### src/rtl/calc_pkg.sv
// Shared types and widths for the calculator request/response port.
package calc_pkg;

   localparam int TAG_W    = 2;
   localparam int DATA_W   = 32;
   localparam int CMD_W    = 4;
   localparam int NUM_TAGS = 1 << TAG_W;

   typedef enum logic [CMD_W-1:0] {
      CMD_NOP = 4'd0,
      CMD_ADD = 4'd1,
      CMD_SUB = 4'd2,
      CMD_SHL = 4'd5,
      CMD_SHR = 4'd6
   } cmd_e;

   typedef enum logic [1:0] {
      RESP_NONE = 2'd0,
      RESP_OK   = 2'd1,
      RESP_ERR  = 2'd2
   } resp_e;

   typedef enum logic [1:0] {
      ST_OK      = 2'd0,
      ST_DUT_ERR = 2'd1,
      ST_TIMEOUT = 2'd2
   } status_e;

   function automatic logic cmd_is_valid(input logic [CMD_W-1:0] cmd);
      return (cmd == CMD_ADD) || (cmd == CMD_SUB) || (cmd == CMD_SHL) || (cmd == CMD_SHR);
   endfunction

endpackage

### src/rtl/calc_tag_pool.sv
// Tag table: busy bitmap, stored command and saturating age per tag,
// lowest-free allocation and lowest-expired timeout strobe.
module calc_tag_pool
   import calc_pkg::*;
#(
   parameter int MAX_OUTSTANDING = 4,
   parameter int TIMEOUT_CYCLES  = 64
) (
   input  logic             clk,
   input  logic             reset,
   input  logic             alloc,
   input  logic [CMD_W-1:0] alloc_cmd,
   output logic [TAG_W-1:0] alloc_tag,
   output logic             can_alloc,
   input  logic [TAG_W-1:0] lookup_tag,
   output logic             lookup_busy,
   output logic [CMD_W-1:0] lookup_cmd,
   input  logic             release_lookup,
   output logic             timeout_valid,
   output logic [TAG_W-1:0] timeout_tag,
   output logic [CMD_W-1:0] timeout_cmd,
   input  logic             timeout_ack
);

   localparam int               AGE_W    = $clog2(TIMEOUT_CYCLES);
   localparam logic [AGE_W-1:0] AGE_LAST = AGE_W'(TIMEOUT_CYCLES - 1);
   localparam int               CNT_W    = TAG_W + 1;
   localparam logic [CNT_W-1:0] CNT_MAX  = CNT_W'(MAX_OUTSTANDING);

   logic [NUM_TAGS-1:0] busy;
   logic [CMD_W-1:0]    cmd_q [NUM_TAGS];
   logic [AGE_W-1:0]    age_q [NUM_TAGS];
   logic [CNT_W-1:0]    busy_cnt;
   logic                free_any;

   // Priority-encode the lowest free and lowest expired tags; count occupancy
   always_comb begin
      alloc_tag     = '0;
      free_any      = 1'b0;
      timeout_tag   = '0;
      timeout_valid = 1'b0;
      busy_cnt      = '0;
      for (int unsigned i = 0; i < NUM_TAGS; i++) begin
         if (!busy[i] && !free_any) begin
            free_any  = 1'b1;
            alloc_tag = TAG_W'(i);
         end
         if (busy[i] && (age_q[i] == AGE_LAST) && !timeout_valid) begin
            timeout_valid = 1'b1;
            timeout_tag   = TAG_W'(i);
         end
         busy_cnt = busy_cnt + CNT_W'(busy[i]);
      end
   end

   assign can_alloc   = free_any && (busy_cnt < CNT_MAX);
   assign lookup_busy = busy[lookup_tag];
   assign lookup_cmd  = cmd_q[lookup_tag];
   assign timeout_cmd = cmd_q[timeout_tag];

   // Per-tag allocate / release / age update; an expired age holds until acked
   always_ff @(posedge clk) begin
      if (reset) begin
         busy <= '0;
         for (int unsigned i = 0; i < NUM_TAGS; i++) begin
            cmd_q[i] <= '0;
            age_q[i] <= '0;
         end
      end else begin
         for (int unsigned i = 0; i < NUM_TAGS; i++) begin
            if (alloc && (alloc_tag == TAG_W'(i))) begin
               busy[i]  <= 1'b1;
               cmd_q[i] <= alloc_cmd;
               age_q[i] <= '0;
            end else if ((release_lookup && (lookup_tag == TAG_W'(i))) ||
                         (timeout_ack && (timeout_tag == TAG_W'(i)))) begin
               busy[i] <= 1'b0;
            end else if (busy[i] && (age_q[i] != AGE_LAST)) begin
               age_q[i] <= age_q[i] + 1'b1;
            end
         end
      end
   end

endmodule

### src/rtl/calc_port_initiator.sv
// Initiator for the calculator port: accepts upstream operations, issues the
// two-cycle tagged request and reports one completion per cycle.
module calc_port_initiator
   import calc_pkg::*;
#(
   parameter int MAX_OUTSTANDING = 4,
   parameter int TIMEOUT_CYCLES  = 64
) (
   input  logic              clk,
   input  logic              reset,
   input  logic              op_valid,
   output logic              op_ready,
   input  logic [CMD_W-1:0]  op_cmd,
   input  logic [DATA_W-1:0] op_a,
   input  logic [DATA_W-1:0] op_b,
   output logic [CMD_W-1:0]  req_cmd_in,
   output logic [DATA_W-1:0] req_data_in,
   output logic [TAG_W-1:0]  req_tag_in,
   input  logic [1:0]        out_resp,
   input  logic [DATA_W-1:0] out_data,
   input  logic [TAG_W-1:0]  out_tag,
   output logic              rsp_valid,
   output logic [TAG_W-1:0]  rsp_tag,
   output logic [CMD_W-1:0]  rsp_cmd,
   output logic [DATA_W-1:0] rsp_data,
   output logic [1:0]        rsp_status,
   output logic              spurious
);

   typedef enum logic {S_IDLE, S_OP2} state_e;

   state_e              state_q, state_n;
   logic                up_q;
   logic [DATA_W-1:0]   b_q;
   logic [CMD_W-1:0]    req_cmd_n;
   logic [DATA_W-1:0]   req_data_n;
   logic [TAG_W-1:0]    req_tag_n;

   logic                rej_pend_q, rej_pend_n;
   logic [CMD_W-1:0]    rej_cmd_q, rej_cmd_n;
   logic                rsp_valid_n, spurious_n;
   logic [TAG_W-1:0]    rsp_tag_n;
   logic [CMD_W-1:0]    rsp_cmd_n;
   logic [DATA_W-1:0]   rsp_data_n;
   logic [1:0]          rsp_status_n;

   logic                accept, acc_good, acc_bad, dut_done;
   logic [TAG_W-1:0]    alloc_tag;
   logic                can_alloc, lookup_busy, timeout_valid, timeout_ack;
   logic [CMD_W-1:0]    lookup_cmd, timeout_cmd;
   logic [TAG_W-1:0]    timeout_tag;

   calc_tag_pool #(
      .MAX_OUTSTANDING (MAX_OUTSTANDING),
      .TIMEOUT_CYCLES  (TIMEOUT_CYCLES)
   ) u_pool (
      .clk            (clk),
      .reset          (reset),
      .alloc          (acc_good),
      .alloc_cmd      (op_cmd),
      .alloc_tag      (alloc_tag),
      .can_alloc      (can_alloc),
      .lookup_tag     (out_tag),
      .lookup_busy    (lookup_busy),
      .lookup_cmd     (lookup_cmd),
      .release_lookup (dut_done),
      .timeout_valid  (timeout_valid),
      .timeout_tag    (timeout_tag),
      .timeout_cmd    (timeout_cmd),
      .timeout_ack    (timeout_ack)
   );

   // A blocked reject holds op_ready low so at most one reject is ever queued
   assign op_ready   = (state_q == S_IDLE) && up_q && can_alloc && !rej_pend_q;
   assign accept     = op_valid && op_ready;
   assign acc_good   = accept && cmd_is_valid(op_cmd);
   assign acc_bad    = accept && !cmd_is_valid(op_cmd);
   assign dut_done   = ((out_resp == RESP_OK) || (out_resp == RESP_ERR)) && lookup_busy;
   assign spurious_n = (out_resp != RESP_NONE) && !dut_done;

   // Issue FSM next state and registered request bus values
   always_comb begin
      state_n    = state_q;
      req_cmd_n  = '0;
      req_data_n = '0;
      req_tag_n  = req_tag_in;
      case (state_q)
         S_IDLE: begin
            if (acc_good) begin
               state_n    = S_OP2;
               req_cmd_n  = op_cmd;
               req_data_n = op_a;
               req_tag_n  = alloc_tag;
            end
         end
         S_OP2: begin
            state_n    = S_IDLE;
            req_data_n = b_q;
         end
         default: state_n = S_IDLE;
      endcase
   end

   // Completion arbitration: DUT response, then reject, then timeout
   always_comb begin
      rsp_valid_n  = 1'b0;
      rsp_tag_n    = '0;
      rsp_cmd_n    = '0;
      rsp_data_n   = '0;
      rsp_status_n = ST_OK;
      rej_pend_n   = rej_pend_q;
      rej_cmd_n    = rej_cmd_q;
      timeout_ack  = 1'b0;
      if (dut_done) begin
         rsp_valid_n  = 1'b1;
         rsp_tag_n    = out_tag;
         rsp_cmd_n    = lookup_cmd;
         rsp_data_n   = out_data;
         rsp_status_n = (out_resp == RESP_OK) ? ST_OK : ST_DUT_ERR;
         if (acc_bad) begin
            rej_pend_n = 1'b1;
            rej_cmd_n  = op_cmd;
         end
      end else if (rej_pend_q) begin
         rsp_valid_n  = 1'b1;
         rsp_cmd_n    = rej_cmd_q;
         rsp_status_n = ST_DUT_ERR;
         rej_pend_n   = 1'b0;
      end else if (acc_bad) begin
         rsp_valid_n  = 1'b1;
         rsp_cmd_n    = op_cmd;
         rsp_status_n = ST_DUT_ERR;
      end else if (timeout_valid) begin
         rsp_valid_n  = 1'b1;
         rsp_tag_n    = timeout_tag;
         rsp_cmd_n    = timeout_cmd;
         rsp_status_n = ST_TIMEOUT;
         timeout_ack  = 1'b1;
      end
   end

   // FSM state, request bus and operand-2 holding registers
   always_ff @(posedge clk) begin
      if (reset) begin
         state_q     <= S_IDLE;
         up_q        <= 1'b0;
         b_q         <= '0;
         req_cmd_in  <= '0;
         req_data_in <= '0;
         req_tag_in  <= '0;
      end else begin
         state_q     <= state_n;
         up_q        <= 1'b1;
         req_cmd_in  <= req_cmd_n;
         req_data_in <= req_data_n;
         req_tag_in  <= req_tag_n;
         if (acc_good) begin
            b_q <= op_b;
         end
      end
   end

   // Registered completion and spurious outputs
   always_ff @(posedge clk) begin
      if (reset) begin
         rsp_valid  <= 1'b0;
         rsp_tag    <= '0;
         rsp_cmd    <= '0;
         rsp_data   <= '0;
         rsp_status <= '0;
         spurious   <= 1'b0;
         rej_pend_q <= 1'b0;
         rej_cmd_q  <= '0;
      end else begin
         rsp_valid  <= rsp_valid_n;
         rsp_tag    <= rsp_tag_n;
         rsp_cmd    <= rsp_cmd_n;
         rsp_data   <= rsp_data_n;
         rsp_status <= rsp_status_n;
         spurious   <= spurious_n;
         rej_pend_q <= rej_pend_n;
         rej_cmd_q  <= rej_cmd_n;
      end
   end

endmodule

### config.mk
export PLATFORM = sky130hd
export DESIGN_NAME = calc_port_initiator
export DESIGN_NICKNAME = d
export VERILOG_FILES = /design/src/rtl/calc_pkg.sv /design/src/rtl/calc_tag_pool.sv /design/src/rtl/calc_port_initiator.sv
export SDC_FILE = /design/constraint.sdc
export NUM_CORES = 1
export LEC_CHECK = 0
export ABC_AREA = 1
export BUFFER_PORTS_ARGS = -buffer_cell sky130_fd_sc_hd__buf_2
export CORE_UTILIZATION = 49
export CTS_BUF_LIST = sky130_fd_sc_hd__clkbuf_4 sky130_fd_sc_hd__clkbuf_8
export DETAILED_ROUTE_END_ITERATION = 6
export HOLD_SLACK_MARGIN = 0.03
export PLACE_DENSITY_LB_ADDON = 0.05
export SLEW_MARGIN = 20
export SYNTH_ARGS = -nofsm -noshare
export SYNTH_HDL_FRONTEND = slang
export SYNTH_HIERARCHICAL = 1
export SYNTH_SLANG_ARGS = --single-unit
### constraint.sdc
create_clock -name clk -period 3 [get_ports clk]
set_input_delay 0.15 -clock clk [delete_from_list [all_inputs] [get_ports clk]]
set_output_delay 0.15 -clock clk [all_outputs]
set_load 0.1 [all_outputs]
==> results.cfg <==
[timing]
slew_headroom_pct = 59.2
finalCriticalPeriod_ns = 2.80
fmax_ghz = 0.357
final_max_slew_viol_count = 0
setup_tns_ns = 0
rsz0062_at_grt = false
finalHoldWorstSlack_ns = 0.0542
setup_viol = 0
clock_skew_ns = 0.00796
min_period_over_period_pct = 93.5
tightestPinTransition_ns = 0.612
hold_viol = 0

[floorplan]
start_util_pct = 50.3
placementRows = 42
die_area_um2 = 14100
num_io_pins = 188
chipWidth_um = 119
core_area_um2 = 13200
die_h_um = 119

[layout]
design_area_um2 = 9290
drive_gt1_share_pct = 27.3
fin_nets = 1191
diodes = 0
area_growth_pct = 39.3
finish.utilization_pct = 70.1

[synthesis]
synth_nets = 897
synth_edf_count = 40
synth_cell_types = 43
syn_avg_cell_area_um2 = 8.54
yosys_register_bits = 163
synth_most_common_cell = nor2_1
ys.flop_type = dfxtp_1
synth_area_um2 = 6670
async_flop_share_pct = 0
synthTopCellsByArea = dfxtp_1 (37%), edfxtp_1 (18%), nor2_1 (9.9%), nand2_1 (8.1%), inv_1 (4.5%)
synth_top_area_share_pct = 36.9
yosysSeqAreaShare_pct = 54.9
synth_cells = 781
synth.largest_area_cell = dfxtp_1
yosysWarnings = 6
synthTopCellsByCount = nor2_1 (175), nand2_1 (143), dfxtp_1 (123)

[worst_setup_path]
crit_buf_inv = 5
crit_top_cell = nand2_1
timing.rr.start = u_pool/busy[0]
crit_path_start = u_pool/busy[0]
crit_chain = inv_1, fa_1, o32ai_1, inv_1, nand2_1, inv_1, nand2_1, nor2_1, nand2_1, nand2_1, nor3_2, buf_4, nand2_1, nand4_1, buf_4, nor2_1
cpPeakStageDelay_ns = 0.50
rrSetupSlack_ns = 0.20
cp_data_arrival_time_ns = 3.02
r2r.worst_path.cells = 16
cp-start-kind = flip-flop
endpoint_kind = flip-flop
path_depth = 16
critical_path_class = reg2reg
crit_end = u_pool/age_q[1][5]
critPathMaxFanout = 5
slowest_stage = fa_1
critPathTopFamily = simple AND/OR/NAND/NOR gates
rr_endpoint = u_pool/age_q[1][5]
cp.required_ns = 3.22

[clock_network]
clk_pin_slew_ns = 0.08
cts_sinks = 163
root_buffer = clkbuf_8
h-tree-depth = 4
cts_tree = yes
cts_buffers = 17
cts.path.max_buffers = 2
postCtsSetupBuffers = 0
clk_latency_ns = 0.46

[route]
vias_per_cell = 4.89
routed_wl_mm = 17.7
first_pass_iters = 5
drt_iter0_drc = 349
drc_errors = 0
wl_per_cell_um = 14.0
vias = 6177
ant_nets = 0

[placement]
dpl_cell_area_um2 = 7780
io_buffers = 187
dp_hpwl_mm = 11.3
place_congestion = 0.880

[global_routing]
overflow = 0
grt_pass1_wl_mm = 28.8
first_global_vias = 6094
grt_max_degree = 43
antenna_found_initial = 0
grtUsageTotal_pct = 26.0

[status]
run_status = finished clean

[pwr]
powerDensity_nw_per_um2 = 500
ir_worst_vdd_mv = 0.277
leakagePower_nw = 4.39
power_mw = 4.64

[hold_path]
timing.hold.worst.class = in2reg

[run]
maxCapViolations = 0
[per-stage QoR]
step	setup slack, ns	std cells
final	0.196	1264
after global routing	0.0128	1264
after CTS	0.0750	1264
after global placement	0.176	1130
after floorplan	0.118	781
after detailed placement	0.0990	1130
[cells by family (layout without fill, tap and decap cells)]
group | after synthesis | after routing | synth area share [%]
XOR/XNOR | 15 | 15 | 1.97
AO/OA/AOI/OAI | 88 | 88 | 8.35
buffers and inverters | 115 | 422 | 7.09
flip-flops | 163 | 163 | 54.9
AND/OR/NAND/NOR | 390 | 390 | 25.8
other | 1 | 1 | 0.0562
adder cells (fa/ha/maj) | 9 | 9 | 1.80
[cell usage in the layout (no fill, tap or decap), drive strengths merged, types with 2 or more instances in the layout]
| master | instances |
|---|---|
| buf | 200 |
| nor2 | 180 |
| nand2 | 156 |
| dfxtp | 123 |
| dlygate4sd3 | 102 |
| inv | 89 |
| edfxtp | 40 |
| o21ai | 38 |
| a21oi | 37 |
| nand3 | 32 |
| clkbuf | 20 |
| nand4 | 12 |
| a22oi | 9 |
| xor2 | 9 |
| ha | 8 |
| xnor2 | 6 |
| bufinv | 5 |
| nor3 | 5 |
| clkinvlp | 4 |
| or2 | 2 |
| nor3b | 2 |
| clkinv | 2 |
[state kept, by name, summed over array words and instances (netlist names), 4 cells and up]
signal / cells
u_pool/cmd_q: 16
rsp_data: 32
rej_cmd_q: 4
u_pool/busy: 4
u_pool/age_q: 24
b_q: 32
req_cmd_in: 4
rsp_cmd: 4
req_data_in: 32
[power by group]
group	internal [mW]	total (mW)	switching (mW)
clock network	1.02	1.83	0.807
logic	0.198	0.485	0.287
registers	2.30	2.33	0.0299
total	3.52	4.64	1.12
[worst min-delay path by stage]
stage | startpoint | cells past startpoint | to
after floorplan | out_tag[0] | 2 | rsp_tag[0]
after global placement | out_data[20] | 3 | rsp_data[20]
final | out_resp[0] | 3 | rsp_status[0]
after detailed placement | out_data[20] | 3 | rsp_data[20]
after global routing | out_resp[0] | 3 | rsp_status[0]
after CTS | out_resp[0] | 3 | rsp_status[0]
[routing by layer]
metal  wire [µm]  track usage (%)  up-vias
met3        1120             7.09       40
met4         459             11.6        0
li1            -                -     3052
met2        8610             43.3      238
met5           0                0        -
met1        7500             31.3     2847
[final cells by class]
cell class / count / area [µm²]
inverters: 88 / 330
well taps: 176 / 220
fillers: 1028 / 3950
clock inverters: 12 / 204
flip-flops and latches: 163 / 3660
clock buffers: 20 / 256
repair buffers: 302 / 2050
multi-input cells: 503 / 2560
[worst register-to-register path: cells and delay by family, from the launching register on]
| kind | cells | cell delay (ns) |
|---|---|---|
| compound gates | 1 | 0.29 |
| simple gates | 9 | 0.88 |
| fa+ha+maj | 1 | 0.50 |
| flops | 1 | 0.33 |
| buf+inv | 5 | 0.59 |
[timing repair]
action                                  in CTS  in global routing
endpoints found under the hold margin      105                  0
gates resized for setup                      0                  8
hold buffers                               102                  0
endpoints found under the setup margin       0                 35
Power figures use the tool's default switching activity.
